[src/rtl/clo_normalizer_pkg.sv]
// Shared types for the iterative leading-bit normalizer.
package clo_normalizer_pkg;

    typedef logic [31:0] word_t;
    typedef logic [5:0]  lzcount_t;

    typedef enum logic [1:0] {
        NORM_IDLE,
        NORM_RUN,
        NORM_DONE
    } norm_state_t;

    // Logical left shift that yields zero for amounts of 32 or more.
    function automatic word_t shl_fill0(input word_t val, input lzcount_t amt);
        if (amt >= 6'd32) return '0;
        return val << amt[4:0];
    endfunction

endpackage

[src/rtl/clo_normalizer_if.sv]
// Request/result bundle between the execute stage and the normalizer.
interface clo_normalizer_if;
    import clo_normalizer_pkg::*;

    logic     start;
    logic     mode;
    word_t    in;
    logic     flush;
    logic     ready;
    logic     done;
    lzcount_t count;
    word_t    norm;

    modport master (
        output start, mode, in, flush,
        input  ready, done, count, norm
    );

    modport slave (
        input  start, mode, in, flush,
        output ready, done, count, norm
    );

endinterface

[src/rtl/clo_normalizer_lead_match.sv]
// Counts MSB-first bits of a small window that equal the target bit.
module lead_match_window
    import clo_normalizer_pkg::*;
#(
    parameter int W = 1
) (
    input  logic [W-1:0] bits,
    input  logic         tgt,
    output lzcount_t     count
);

    logic run;

    always_comb begin
        count = '0;
        run   = 1'b1;
        for (int i = W - 1; i >= 0; i--) begin
            if (run && (bits[i] == tgt)) begin
                count = count + 6'd1;
            end else begin
                run = 1'b0;
            end
        end
    end

endmodule

[src/rtl/clo_normalizer.sv]
// Leading ones/zeros normalizer: STEP bits examined and shifted out per RUN cycle.
//   state     | meaning
//   NORM_IDLE | ready for a new operand, last result held on count/norm
//   NORM_RUN  | stripping leading target bits from shreg
//   NORM_DONE | result presented with a one-cycle done pulse
module clo_normalizer
    import clo_normalizer_pkg::*;
#(
    parameter int STEP = 1
) (
    input logic               clk,
    input logic               reset,
    clo_normalizer_if.slave   bus
);

    localparam lzcount_t STEP_L = lzcount_t'(STEP);

    norm_state_t state_q, state_d;
    word_t       shreg_q, shreg_d;
    lzcount_t    cnt_q, cnt_d;
    logic        tgt_q, tgt_d;
    lzcount_t    count_q, count_d;
    word_t       norm_q, norm_d;
    lzcount_t    win_cnt;
    logic        done_now;

    lead_match_window #(.W(STEP)) u_window (
        .bits  (shreg_q[31:32-STEP]),
        .tgt   (tgt_q),
        .count (win_cnt)
    );

    always_comb begin
        state_d = state_q;
        shreg_d = shreg_q;
        cnt_d   = cnt_q;
        tgt_d   = tgt_q;
        count_d = count_q;
        norm_d  = norm_q;
        case (state_q)
            NORM_IDLE: begin
                if (bus.start && !bus.flush) begin
                    shreg_d = bus.in;
                    tgt_d   = bus.mode;
                    cnt_d   = '0;
                    state_d = NORM_RUN;
                end
            end
            NORM_RUN: begin
                if (bus.flush) begin
                    state_d = NORM_IDLE;
                end else begin
                    shreg_d = shl_fill0(shreg_q, win_cnt);
                    cnt_d   = cnt_q + win_cnt;
                    // A partial window means the first differing bit was found.
                    if ((win_cnt != STEP_L) || (cnt_d == 6'd32)) begin
                        state_d = NORM_DONE;
                    end
                end
            end
            NORM_DONE: begin
                state_d = NORM_IDLE;
                if (!bus.flush) begin
                    count_d = cnt_q;
                    norm_d  = shreg_q;
                end
            end
            default: state_d = NORM_IDLE;
        endcase
    end

    always_ff @(posedge clk) begin
        if (reset) begin
            state_q <= NORM_IDLE;
            shreg_q <= '0;
            cnt_q   <= '0;
            tgt_q   <= 1'b0;
            count_q <= '0;
            norm_q  <= '0;
        end else begin
            state_q <= state_d;
            shreg_q <= shreg_d;
            cnt_q   <= cnt_d;
            tgt_q   <= tgt_d;
            count_q <= count_d;
            norm_q  <= norm_d;
        end
    end

    // Flush suppresses a result that is being presented this cycle.
    assign done_now  = (state_q == NORM_DONE) && !bus.flush;
    assign bus.ready = (state_q == NORM_IDLE);
    assign bus.done  = done_now;
    assign bus.count = done_now ? cnt_q : count_q;
    assign bus.norm  = done_now ? shreg_q : norm_q;

endmodule

[src/flat_wrapper.sv]
// flat-port wrapper written by rule: the top's interface ports become plain ports
module clo_normalizer_flat import clo_normalizer_pkg::*;
#(
    parameter int STEP = 1
)
  (clk, reset, bus_start, bus_mode, bus_in, bus_flush, bus_ready, bus_done, bus_count, bus_norm);
  clo_normalizer_if bus_i ();
  input logic clk;
  input logic reset;
  input wire logic [$bits(bus_i.start)-1:0] bus_start;
  input wire logic [$bits(bus_i.mode)-1:0] bus_mode;
  input wire logic [$bits(bus_i.in)-1:0] bus_in;
  input wire logic [$bits(bus_i.flush)-1:0] bus_flush;
  output wire logic [$bits(bus_i.ready)-1:0] bus_ready;
  output wire logic [$bits(bus_i.done)-1:0] bus_done;
  output wire logic [$bits(bus_i.count)-1:0] bus_count;
  output wire logic [$bits(bus_i.norm)-1:0] bus_norm;
  assign bus_i.start = bus_start;
  assign bus_i.mode = bus_mode;
  assign bus_i.in = bus_in;
  assign bus_i.flush = bus_flush;
  assign bus_ready = bus_i.ready;
  assign bus_done = bus_i.done;
  assign bus_count = bus_i.count;
  assign bus_norm = bus_i.norm;
  clo_normalizer #(.STEP(STEP)) u_core (.clk(clk), .reset(reset), .bus(bus_i));
endmodule
[config.mk]
export PLATFORM = sky130hd
export DESIGN_NAME = clo_normalizer_flat
export DESIGN_NICKNAME = d
export VERILOG_FILES = /design/src/rtl/clo_normalizer_pkg.sv /design/src/rtl/clo_normalizer_if.sv /design/src/rtl/clo_normalizer_lead_match.sv /design/src/rtl/clo_normalizer.sv /design/src/flat_wrapper.sv
export SDC_FILE = /design/constraint.sdc
export NUM_CORES = 1
export LEC_CHECK = 0
export ABC_CLOCK_PERIOD_IN_PS = 2100
export CAP_MARGIN = 10
export CORE_MARGIN = 10
export CORE_UTILIZATION = 46
export CTS_CLUSTER_SIZE = 30
export DETAILED_ROUTE_END_ITERATION = 12
export PLACE_DENSITY = 0.82
export SLEW_MARGIN = 5
export SYNTH_ARGS = -nofsm -noshare
export SYNTH_HDL_FRONTEND = slang
export SYNTH_SLANG_ARGS = --single-unit
[constraint.sdc]
create_clock -name clk -period 2.1 [get_ports clk]
set_input_delay 0.42 -clock clk [delete_from_list [all_inputs] [get_ports clk]]
set_output_delay 0.42 -clock clk [all_outputs]
set_load 0.01 [all_outputs]
==> qor.csv <==
metric,value,unit
gr-max-usage-layer,met2,
rr_worst_depth,7,
synth_fp_nets,378,
grt_use_met3,0.0678,
die_w,108,µm
viasPerCell,5.58,
min_path_type,register to register,
io_pins,77,
grt.overflow.total,0,
path_clk_slew,0.08,ns
row_count,32,
fin_setup_tns,-2.42,ns
timing.rr.end,u_core.state_q[1],
design_area,5210,µm²
worst-setup-path-type,register to output port,
portBuffers,76,
drt-pass1-iter-count,6,
synth_cell_type_count,41,
finalSetupViolations,29,
status,finished with violations,
via_count,2993,
synth-seq-cells,79,
grt_max_degree,49,
required,1.68,ns
cts_tree,done,
finalHoldViolCount,0,
die_h,108,µm
drt_first_iter_violations,129,
grt_use_met2,0.285,
maxSlewViolCount,0,
core,7650,µm²
ctsHoldBuffers,0,
use_met1,0.222,
fill_cells,575,
period_share,1.05,
tightest_slew,0.616,ns
initial_core_util,0.466,
synth_warnings,0,
powerDensity,640,nW/µm²
setup_ws,-0.103,ns
r2r_setup_slack,0.03,ns
placed_area,4540,µm²
cts_root_buffer,clkbuf_8,
insertion_delay,0.35,ns
worstSetupEndpointType,output port,
dp_hpwl,6070,µm
synth_top_flop_cell,dfxtp_1,
violations,negative setup slack,
hold_depth,2,
clockBufferDepth,2,
fin_util,0.682,
seq_area_frac_synth,0.444,
max-vdd-ir-drop,0.000505,V
crit_path_max_fanout,5,
crit_path_start_kind,register,
whs_endpoint,u_core.tgt_q,
first_global_vias,3152,
cts_made_buffers,9,
postSynthCellCount,339,
routedWlPerCell,19.1,µm
rr_startpoint,u_core.tgt_q,
arrival,1.78,ns
hold_start,u_core.tgt_q,
slew_headroom,0.589,
drc_errors,0,
diodes,0,
whs,0.486,ns
grt_usage,0.180,
synth_edf_count,0,
gp_congestion,0.789,
fmax,454,MHz
power.total,3.34,mW
async_flop_share,0,
drive_gt1_frac,0.403,
antenna_left,0,
cap_violations,0,
layout_min_cycle_time,2.20,ns
syn2layout_area_growth,46.3,%
final_nets,468,
cts.sinks,79,
rsz0062_at_grt,true,
grt_antenna_before_repair,0,
layout_commonest_cell,dfxtp_1,
clock_skew,0.0110,ns
p_leak,1.97,nW
final_cell_mix,"dfxtp_1 (75), nor2b_1 (40), buf_6 (40)",
htreeDepth,3,
syn_area,3560,µm²
startpoint,u_core.state_q[1],
finalWirelength,10200,µm
floorplan.die_area,11700,µm²
syn_avg_cell_area,10.5,µm²
grt_pass1_wl,16700,µm
[worst max path at each step]
| stage | to | slack [ns] | depth (start not counted) |
|---|---|---|---|
| after CTS | bus_norm[0] | -0.08 | 6 |
| after floorplan | u_core.state_q[1] | 0.01 | 8 |
| final | bus_norm[13] | -0.10 | 6 |
| after global placement | bus_count[4] | -0.58 | 5 |
| after detailed placement | bus_count[4] | -0.60 | 5 |
| after global routing | bus_norm[18] | -0.15 | 6 |
[state kept, by name (all words and copies together), names as in the netlist]
| name | cells |
|---|---|
| u_core.cnt_q | 6 |
| u_core.state_q | 2 |
| u_core.shreg_q | 32 |
| u_core.count_q | 6 |
| u_core.norm_q | 32 |
| u_core.tgt_q | 1 |
[stage by stage]
| stage | worst slack (ns) | std cells |
|---|---|---|
| floorplan | 0.0144 | 339 |
| global placement | -0.576 | 509 |
| detailed placement | -0.602 | 509 |
| CTS | -0.0762 | 536 |
| global route | -0.153 | 536 |
| finish | -0.103 | 536 |
[worst max-delay path: stages, from the launching register on]
cell	delay, ns
dfxtp_2	0.35
nor3b_4	0.22
buf_6	0.15
buf_12	0.14
buf_16	0.14
mux2_4	0.31
buf_6	0.12
[where the power goes]
group | internal [mW] | switching, mW
Combinational | 0.211 | 0.225
Sequential | 1.55 | 0.0498
Clock | 0.708 | 0.591
Total | 2.47 | 0.866
[synthesized netlist by cell type, drive strengths merged, types with 2 or more instances]
library cell	count	area [µm²]
nor2	7	26.3
mux2	38	428
nand2	5	18.8
a21oi	37	185
a311oi	2	17.5
xnor2	2	17.5
inv	3	11.3
a22oi	31	233
a211oi	31	383
nor3	3	15.0
o21ai	4	20.0
dfxtp	79	1580
nor2b	40	250
clkbuf	22	83.8
nand3	4	20.0
buf	10	72.6
ha	2	25.0
nand2b	3	18.8
[cell families after synthesis]
| group | Yosys count | share of synthesized area |
|---|---|---|
| DFF | 79 | 0.444 |
| muxes | 38 | 0.120 |
| AOI/OAI and AO/OA | 112 | 0.256 |
| xor gates and xnor gates | 3 | 0.00737 |
| adders and majority gates | 2 | 0.00702 |
| buffers and inverters | 35 | 0.0470 |
| and+or+nand+nor | 70 | 0.118 |
[layer usage]
| metal | vias up | share of wire |
|---|---|---|
| met5 | - | 0 |
| met2 | 100 | 0.49 |
| met4 | 0 | 0.016 |
| met1 | 1452 | 0.41 |
| met3 | 14 | 0.084 |
| li1 | 1427 | - |
[what timing repair did]
action,4_1_cts,5_1_grt
setup endpoints to repair,40,39
gates cloned,6,0
endpoints found under the hold margin,0,0
resized for setup,235,16
setup buffers,5,0
pin swaps,4,1
[layout make-up]
class | instances | area (µm²) | area share
multi-input combinational | 225 | 2010 | 0.385
sequential | 79 | 1590 | 0.304
timing repair buffer | 111 | 1250 | 0.240
clock buffer | 10 | 138 | 0.0264
tap | 102 | 128 | 0.0245
clock inverter | 6 | 92.6 | 0.0178
inverter | 3 | 11.3 | 0.00216
Note: power is estimated with default switching activity, not from simulation.
